[config.mk]
export PLATFORM = sky130hd
export DESIGN_NAME = seg_scan_ctrl_flat
export DESIGN_NICKNAME = d
export VERILOG_FILES = /design/src/rtl/seg_scan_ctrl_if.sv /design/src/rtl/seg_scan_ctrl.sv /design/src/flat_wrapper.sv
export SDC_FILE = /design/constraint.sdc
export NUM_CORES = 1
export LEC_CHECK = 0
export BUFFER_PORTS_ARGS = -buffer_cell sky130_fd_sc_hd__buf_4
export CAP_MARGIN = 30
export CORE_ASPECT_RATIO = 0.8
export CORE_UTILIZATION = 45
export CTS_BUF_LIST = sky130_fd_sc_hd__clkbuf_4
export DETAILED_ROUTE_END_ITERATION = 6
export HOLD_SLACK_MARGIN = 0.05
export PLACE_DENSITY = 0.73
export SETUP_SLACK_MARGIN = 0.2
export SLEW_MARGIN = 25
export SYNTH_ARGS = -nofsm -noshare
export SYNTH_HDL_FRONTEND = slang
export SYNTH_SLANG_ARGS = --single-unit
[constraint.sdc]
create_clock -name clk -period 2.27 [get_ports clk]
set_input_delay 0.1135 -clock clk [delete_from_list [all_inputs] [get_ports clk]]
set_output_delay 0.1135 -clock clk [all_outputs]
set_load 0.005 [all_outputs]
[src/rtl/seg_scan_ctrl_if.sv]
// Purpose: user-side and pin-side signals of the 7-segment scan controller.
// Latency: none, wiring only.
// Backpressure: none; load is a single-cycle strobe with no ready.
interface seg_scan_ctrl_if #(
  parameter int N_DIGITS = 4
);
  logic [4*N_DIGITS-1:0] value;
  logic [N_DIGITS-1:0]   dp_mask;
  logic                  load;
  logic [N_DIGITS-1:0]   digit_en;
  logic [N_DIGITS-1:0]   dig;
  logic [7:0]            segments;
  logic                  frame_tick;

  modport master (
    output value, dp_mask, load, digit_en,
    input  dig, segments, frame_tick
  );

  modport slave (
    input  value, dp_mask, load, digit_en,
    output dig, segments, frame_tick
  );
endinterface

[src/rtl/seg_scan_ctrl.sv]
// Purpose: time-multiplexed N-digit common-anode 7-segment scanner with double-buffered hex value.
// Latency: dig/segments registered, one cycle behind cnt/idx; loads become visible after the next frame boundary.
// Backpressure: none; load is accepted every cycle and the last load before a frame boundary wins.
module seg_scan_ctrl #(
  parameter int N_DIGITS = 4,
  parameter int DIV      = 50000,
  parameter int BLANK    = 16
) (
  input  logic          clk,
  input  logic          rst,
  seg_scan_ctrl_if.slave bus
);

  localparam int CW = (DIV > 1) ? $clog2(DIV) : 1;
  localparam int IW = (N_DIGITS > 1) ? $clog2(N_DIGITS) : 1;

  typedef enum logic {
    ST_BLANK,
    ST_SHOW
  } slot_state_t;

  slot_state_t state, state_d;

  logic [CW-1:0] cnt, cnt_d;
  logic [IW-1:0] idx, idx_d;
  logic          slot_end;
  logic          frame_end;

  logic [N_DIGITS-1:0][3:0] shadow_val;
  logic [N_DIGITS-1:0][3:0] active_val;
  logic [N_DIGITS-1:0]      shadow_dp;
  logic [N_DIGITS-1:0]      active_dp;
  logic                     pending;

  logic [N_DIGITS-1:0] dig_q, dig_d;
  logic [7:0]          seg_q, seg_d;
  logic                tick_q;

  // Hex nibble to active-low {dp,g,f,e,d,c,b,a}; dp is left dark here.
  function automatic logic [7:0] hex2seg(input logic [3:0] h);
    case (h)
      4'h0:    return 8'hc0;
      4'h1:    return 8'hf9;
      4'h2:    return 8'ha4;
      4'h3:    return 8'hb0;
      4'h4:    return 8'h99;
      4'h5:    return 8'h92;
      4'h6:    return 8'h82;
      4'h7:    return 8'hf8;
      4'h8:    return 8'h80;
      4'h9:    return 8'h90;
      4'ha:    return 8'h88;
      4'hb:    return 8'h83;
      4'hc:    return 8'hc6;
      4'hd:    return 8'ha1;
      4'he:    return 8'h86;
      default: return 8'h8e;
    endcase
  endfunction

  assign slot_end  = (cnt == CW'(DIV - 1));
  assign frame_end = slot_end && (idx == IW'(N_DIGITS - 1));

  // Next scan position, slot phase and the pin values for the current position.
  always_comb begin
    cnt_d   = slot_end ? '0 : cnt + CW'(1);
    idx_d   = idx;
    if (slot_end) begin
      idx_d = (idx == IW'(N_DIGITS - 1)) ? '0 : idx + IW'(1);
    end
    state_d = (32'(cnt_d) < BLANK) ? ST_BLANK : ST_SHOW;

    dig_d = '1;
    seg_d = 8'hff;
    // digit_en is used live so a digit can be muted without waiting for a frame.
    if (state == ST_SHOW && bus.digit_en[idx]) begin
      dig_d = ~(N_DIGITS'(1) << idx);
      seg_d = hex2seg(active_val[idx]) & {~active_dp[idx], 7'h7f};
    end
  end

  // Scan counters and slot phase register.
  always_ff @(posedge clk) begin
    if (rst) begin
      cnt   <= '0;
      idx   <= '0;
      state <= (BLANK > 0) ? ST_BLANK : ST_SHOW;
    end else begin
      cnt   <= cnt_d;
      idx   <= idx_d;
      state <= state_d;
    end
  end

  // Shadow/active double buffer; active only ever changes at a frame boundary.
  always_ff @(posedge clk) begin
    if (rst) begin
      shadow_val <= '0;
      shadow_dp  <= '0;
      active_val <= '0;
      active_dp  <= '0;
      pending    <= 1'b0;
    end else if (frame_end && bus.load) begin
      // A load landing on the boundary itself bypasses the shadow wait.
      shadow_val <= bus.value;
      shadow_dp  <= bus.dp_mask;
      active_val <= bus.value;
      active_dp  <= bus.dp_mask;
      pending    <= 1'b0;
    end else if (frame_end && pending) begin
      active_val <= shadow_val;
      active_dp  <= shadow_dp;
      pending    <= 1'b0;
    end else if (bus.load) begin
      shadow_val <= bus.value;
      shadow_dp  <= bus.dp_mask;
      pending    <= 1'b1;
    end
  end

  // Registered pin drivers so a digit switch never shows two digits low together.
  always_ff @(posedge clk) begin
    if (rst) begin
      dig_q  <= '1;
      seg_q  <= 8'hff;
      tick_q <= 1'b0;
    end else begin
      dig_q  <= dig_d;
      seg_q  <= seg_d;
      tick_q <= frame_end;
    end
  end

  assign bus.dig        = dig_q;
  assign bus.segments   = seg_q;
  assign bus.frame_tick = tick_q;

endmodule
[src/flat_wrapper.sv]
// flat-port wrapper written by rule: the top's interface ports become plain ports
module seg_scan_ctrl_flat 
#(
  parameter int N_DIGITS = 4,
  parameter int DIV      = 50000,
  parameter int BLANK    = 16
)
  (clk, rst, bus_value, bus_dp_mask, bus_load, bus_digit_en, bus_dig, bus_segments, bus_frame_tick);
  seg_scan_ctrl_if #(.N_DIGITS(N_DIGITS)) bus_i ();
  input  logic clk;
  input  logic rst;
  input wire logic [$bits(bus_i.value)-1:0] bus_value;
  input wire logic [$bits(bus_i.dp_mask)-1:0] bus_dp_mask;
  input wire logic [$bits(bus_i.load)-1:0] bus_load;
  input wire logic [$bits(bus_i.digit_en)-1:0] bus_digit_en;
  output wire logic [$bits(bus_i.dig)-1:0] bus_dig;
  output wire logic [$bits(bus_i.segments)-1:0] bus_segments;
  output wire logic [$bits(bus_i.frame_tick)-1:0] bus_frame_tick;
  assign bus_i.value = bus_value;
  assign bus_i.dp_mask = bus_dp_mask;
  assign bus_i.load = bus_load;
  assign bus_i.digit_en = bus_digit_en;
  assign bus_dig = bus_i.dig;
  assign bus_segments = bus_i.segments;
  assign bus_frame_tick = bus_i.frame_tick;
  seg_scan_ctrl #(.N_DIGITS(N_DIGITS), .DIV(DIV), .BLANK(BLANK)) u_core (.clk(clk), .rst(rst), .bus(bus_i));
endmodule
# == Word-level counts from Yosys, hierarchy flattened ==
# Memories as Yosys holds them, arrays and structs flattened.
# Cells that the tools add are included.
# totals
regBits,73
mem_bits_ro,112
in_bits,27
output_inout_bits,13
elab_cells,59
memories,1
# op_classes
n_addsub,2
n_lt_le_gt_ge,2
eq_ne,3
shift,1
mux,20
n_bitwise,4
reduce_logical,9
# memory_table
memory,depth,word_bits,read_ports,rd_ports_with_merged_regs,write_ports,line,text
(no name shown),16,7,1,0,0,seg_scan_ctrl.sv:41,case (h)
# ops
op,count
two-way mux 16 bit,6
two-way mux 4 bit,6
"adder 16 x 1 -> 16 bit, second input constant",1
"== test 16 bit, second input constant",1
"< comparator 16 x 5 -> 1 bit, second input constant",1
bitwise AND 8 bit,1
binary-select mux 4 bit (select 2 bit),1
two-way mux 8 bit,1
binary-select mux 1 bit (select 2 bit),2
logical AND 1 bit,4
NOT 4 bit,1
nonzero test 2 bit,2
"left shift 1 x 2 -> 4 bit, first input constant",1
"< comparator 2 x 3 -> 1 bit, second input constant",1
two-way mux 1 bit,3
OR reduction 3 bit,1
"adder 2 x 1 -> 2 bit, second input constant",1
"== test 2 bit, second input constant",1
two-way mux 2 bit,1
"!= test 2 x 1 -> 1 bit, second input constant",1
NOT 1 bit,2
AND reduction 2 bit,1
OR reduction 2 bit,1

# == Longest topological paths before layout ==
# depth
depth_word,5
ltp_mapped,8
ltp_nobuf,7

# == Least setup slack after synthesis ==
# OpenSTA, ideal clock, no wires.
# synth_timing
path_kind,reg-to-reg
startpoint,register u_core.cnt[10]
endpoint,register u_core.active_val[10] in the netlist's numbering
setup_ps,134
t_arrival_ps,1877
required_ps,2136
path_slack_ps,260
path_stages_with_launch,8
n_path_buf,2
synth_period_minus_slack_ps,2010
cell_sequence,dfxtp_1 > buf_2 > or4b_4 > nor4_4 > nand2_1 > buf_2 > nor3b_1 > nor4_1
# synth_via
elab_chain_len,4
word_cells_on_any_way,6
classes_between,eq/ne: 1; mux: 1; reduce/logical: 4
# synth_lines
item,line,text
"start, declared",seg_scan_ctrl.sv:24,"logic [CW-1:0] cnt, cnt_d;"
"start signal, assigned",seg_scan_ctrl.sv:89,cnt <= cnt_d;
== test 16 bit (*),seg_scan_ctrl.sv:61,assign slot_end = (cnt == CW'(DIV - 1));
logical AND 1 bit (*),seg_scan_ctrl.sv:62,assign frame_end = slot_end && (idx == IW'(N_DIGITS - 1));
"logical AND 1 bit, on equally long branches","seg_scan_ctrl.sv:103, seg_scan_ctrl.sv:110",
two-way mux 16 bit or nonzero test 2 bit (tied branches),--,
"end signal, assigned",seg_scan_ctrl.sv:107,active_val <= bus.value;
"end signal, assigned",seg_scan_ctrl.sv:111,active_val <= shadow_val;
"end, declared",seg_scan_ctrl.sv:30,logic [N_DIGITS-1:0][3:0] active_val;
# Mark *: on every way between the ends. The rest lies on a longest branch, timed or not.
# A chain may end at the register's enable or synchronous reset.

# == Worst setup path in the final report ==
# layout_timing
startpoint,register u_core.cnt[8]
endpoint,register u_core.active_dp[0]
# layout_via
elab_chain_len,4
word_cells_on_any_way,6
classes_between,eq/ne: 1; mux: 1; reduce/logical: 4
# layout_lines
item,line,text
== test 16 bit (*),seg_scan_ctrl.sv:61,
logical AND 1 bit (*),seg_scan_ctrl.sv:62,
"logical AND 1 bit, on equally long branches","seg_scan_ctrl.sv:103, seg_scan_ctrl.sv:110",
two-way mux 4 bit or nonzero test 2 bit (tied branches),--,
"end signal, assigned",seg_scan_ctrl.sv:108,active_dp <= bus.dp_mask;
"end signal, assigned",seg_scan_ctrl.sv:112,active_dp <= shadow_dp;
"end, declared",seg_scan_ctrl.sv:32,logic [N_DIGITS-1:0] active_dp;
# Marks and branches as above.

==> impl_metrics.json <==
{
  "status": "complete, no violations",
  "hold_path_depth": 2,
  "grt_max_degree": 59,
  "fin_crit_ns": 1.94,
  "die_area_sq_um": 8580,
  "cp-end-kind": "register",
  "vias": 3218,
  "reg2reg_depth": 5,
  "gp_congestion": 0.846,
  "cts-buffers-inserted": 9,
  "clock_latency_ns": 0.44,
  "drtIter0Drc": 218,
  "layout.nets": 520,
  "fillers": 717,
  "grt_use_met1_pct": 27.6,
  "syn_inst": 431,
  "core_sq_um": 7950,
  "overflow": 0,
  "die_h_um": 83.0,
  "rsz0062_at_grt": "true",
  "critical-path-max-stage-delay_ns": 0.50,
  "cp_cell_sequence": "nand4b_1, nor4_4, and2_4, o21ai_1, a221oi_2",
  "place_area_sq_um": 4070,
  "place_ws_ns": 0.158,
  "start_util_pct": 46.5,
  "grt_util_met3_pct": 6.06,
  "clk_pin_slew_worst_paths_ns": 0.12,
  "powerDensity_nw_per_um2": 524,
  "drc": 0,
  "hold_class": "in2reg",
  "synth-async-reset-ratio_pct": 0,
  "clock.fmax_mhz": 514,
  "fin_skew_ns": 0.0208,
  "drive_above_1_share_pct": 19.1,
  "hold_viol": 0,
  "cp_num_cells": 5,
  "crit_family": "simple AND/OR/NAND/NOR gates",
  "synth_top_area_share_pct": 39.6,
  "leakagePower_nw": 1.70,
  "rows": 29,
  "setup-tns-final_ns": 0,
  "slew_viol_final": 0,
  "htree_num_levels": 3,
  "critPathArrivalTime_ns": 2.30,
  "synth_nets": 470,
  "worst_pin_slew_ns": 0.673,
  "antenna_found_initial": 0,
  "crit_fanout": 7,
  "drtAntennaViolNets": 0,
  "cts_buffer_depth": 2,
  "die_w_um": 103,
  "synth_area_sq_um": 3690,
  "top_usage_layer": "met2",
  "cpMaxStageDelayCell": "dfxtp_1",
  "wl_per_cell_um": 14.3,
  "synth_edf_count": 0,
  "tritoncts": "built",
  "areaGrowthSynthToFinish_pct": 21.4,
  "cts.sinks": 73,
  "avgSynthCellArea_sq_um": 8.57,
  "fin_crit_sh_pct": 85.6,
  "synth_top_cell_by_area": "dfxtp_1",
  "reg2reg_from": "u_core.cnt[8]",
  "root_buffer": "clkbuf_4",
  "ys_warn_count": 0,
  "yosys_most_used_dff": "dfxtp_1",
  "use_met2_pct": 34.1,
  "min_from": "rst",
  "timing.final.ws_setup_ns": 0.326,
  "final_cell_area_sq_um": 4480,
  "seqCellArea_sq_um": 1470,
  "grtUsageTotal_pct": 21.2,
  "vias_per_cell": 5.42,
  "io_buffers": 39,
  "drtPass1Iterations": 5,
  "synth_commonest_cells": "nor2_1 (90), dfxtp_1 (73), mux2i_1 (28)",
  "ys_ff_latch": 73,
  "relSlewSlack_pct": 55.1,
  "worst-setup-path-type": "reg2reg",
  "critPathBufInv": 0,
  "max_cap_viol_count": 0,
  "ys_types": 46,
  "synthMostInstantiatedCell": "nor2_1",
  "synth_area_leaders": "dfxtp_1 (40%), nor2_1 (9.1%), mux2i_1 (7.6%), ha_1 (4.1%), nor3b_1 (3.3%)",
  "start_kind": "register",
  "grt_pass1_wl_um": 14300,
  "fin_total_pwr_w": 0.00235,
  "dp_hpwl_um": 5670,
  "startpoint": "u_core.cnt[8]",
  "yosysSeqAreaShare_pct": 39.6,
  "finalWirelength_um": 8500,
  "multi_input_comb_area_sq_um": 2100,
  "finalSetupViolations": 0,
  "pin_count": 40,
  "diodes": 0,
  "grt_pass1_vias": 3049,
  "cp.required_ns": 2.62,
  "peakVddDrop_mv": 0.438
}
## placed cells by master, fill, tap and decap left out, drive strengths merged, types with 3 or more instances in the layout
| cell | Yosys | layout |
|---|---|---|
| o221ai | 3 | 3 |
| xnor2 | 5 | 5 |
| and2 | 4 | 4 |
| nand2 | 18 | 18 |
| nor3b | 16 | 16 |
| nand2b | 6 | 6 |
| mux2i | 28 | 28 |
| nand3 | 8 | 8 |
| and4 | 3 | 3 |
| dlygate4sd3 | 0 | 20 |
| a31oi | 16 | 16 |
| nand4 | 7 | 7 |
| a221oi | 4 | 4 |
| xor2 | 8 | 8 |
| o21ai | 7 | 7 |
| a21oi | 7 | 7 |
| nor2 | 90 | 90 |
| inv | 15 | 15 |
| clkbuf | 24 | 11 |
| mux4 | 5 | 5 |
| nor2b | 17 | 17 |
| nor3 | 4 | 4 |
| ha | 12 | 12 |
| o211ai | 3 | 3 |
| nor4 | 17 | 17 |
| clkinv | 0 | 4 |
| dfxtp | 73 | 73 |
| buf | 9 | 52 |
## cell type report
class | count | area share [%]
tap | 108 | 3.01
clock buffer | 11 | 1.84
multi-input combinational | 310 | 46.8
timing repair buffer | 72 | 13.3
sequential | 73 | 32.8
inverter | 15 | 1.26
clock inverter | 5 | 1.03
## path summary, 6_finish.rpt
path	endpoint	slack, ns
min reg2reg	u_core.cnt[0]	0.46
max reg2reg	u_core.active_dp[0]	0.33
max	u_core.active_dp[0]	0.33
min	u_core.idx[1]	0.14
## timing repair
action                                  CTS  global route
pin swaps                                 2             3
hold buffers                             20             0
buffers inserted                          0             1
resized for setup                         3            16
hold endpoints to repair                 37             0
endpoints found under the setup margin    3            33
## metrics by stage
step | instances | hold WS (ns) | util (%)
after CTS | 593 | 0.118 | 55.5
after floorplan | 431 | 0.260 | -
after global routing | 594 | 0.130 | 56.4
after global placement | 557 | 0.356 | 51.3
final | 594 | 0.143 | 56.4
after detailed placement | 557 | 0.371 | 51.3
## flip-flops by register name (all words and copies together) (netlist names)
register	count
u_core.shadow_dp	4
u_core.cnt	16
u_core.state	1
u_core.active_dp	4
u_core.bus.dig	4
u_core.bus.segments	8
u_core.active_val	16
u_core.shadow_val	16
u_core.bus.frame_tick	1
u_core.idx	2
u_core.pending	1
## where the power goes
part           internal [W]  leakage (nW)  switching, W
clock              0.000349        0.0734      0.000452
combinational      0.000116          1.03      0.000107
sequential          0.00131         0.595     0.0000195
## per-layer routing
| layer | wire (um) | share of wire (%) |
|---|---|---|
| met5 | 0 | 0 |
| met1 | 4050 | 48 |
| met3 | 332 | 3.9 |
| met2 | 4000 | 47 |
| met4 | 119 | 1.4 |
## worst register-to-register path, delay by kind of cell (launching register included)
kind            cells  cell delay, ns
simple gates        3            0.88
compound gates      2            0.49
flops               1            0.50
## logic make-up after synthesis
family | count (synthesis) | share of synthesized area, %
fa+ha+maj | 12 | 4.06
mux | 33 | 10.6
buf+inv | 48 | 5.28
xor+xnor | 13 | 3.08
flops | 73 | 39.6
simple gates | 203 | 28.4
compound gates | 49 | 8.98
Note: power is estimated with default switching activity, not from simulation.
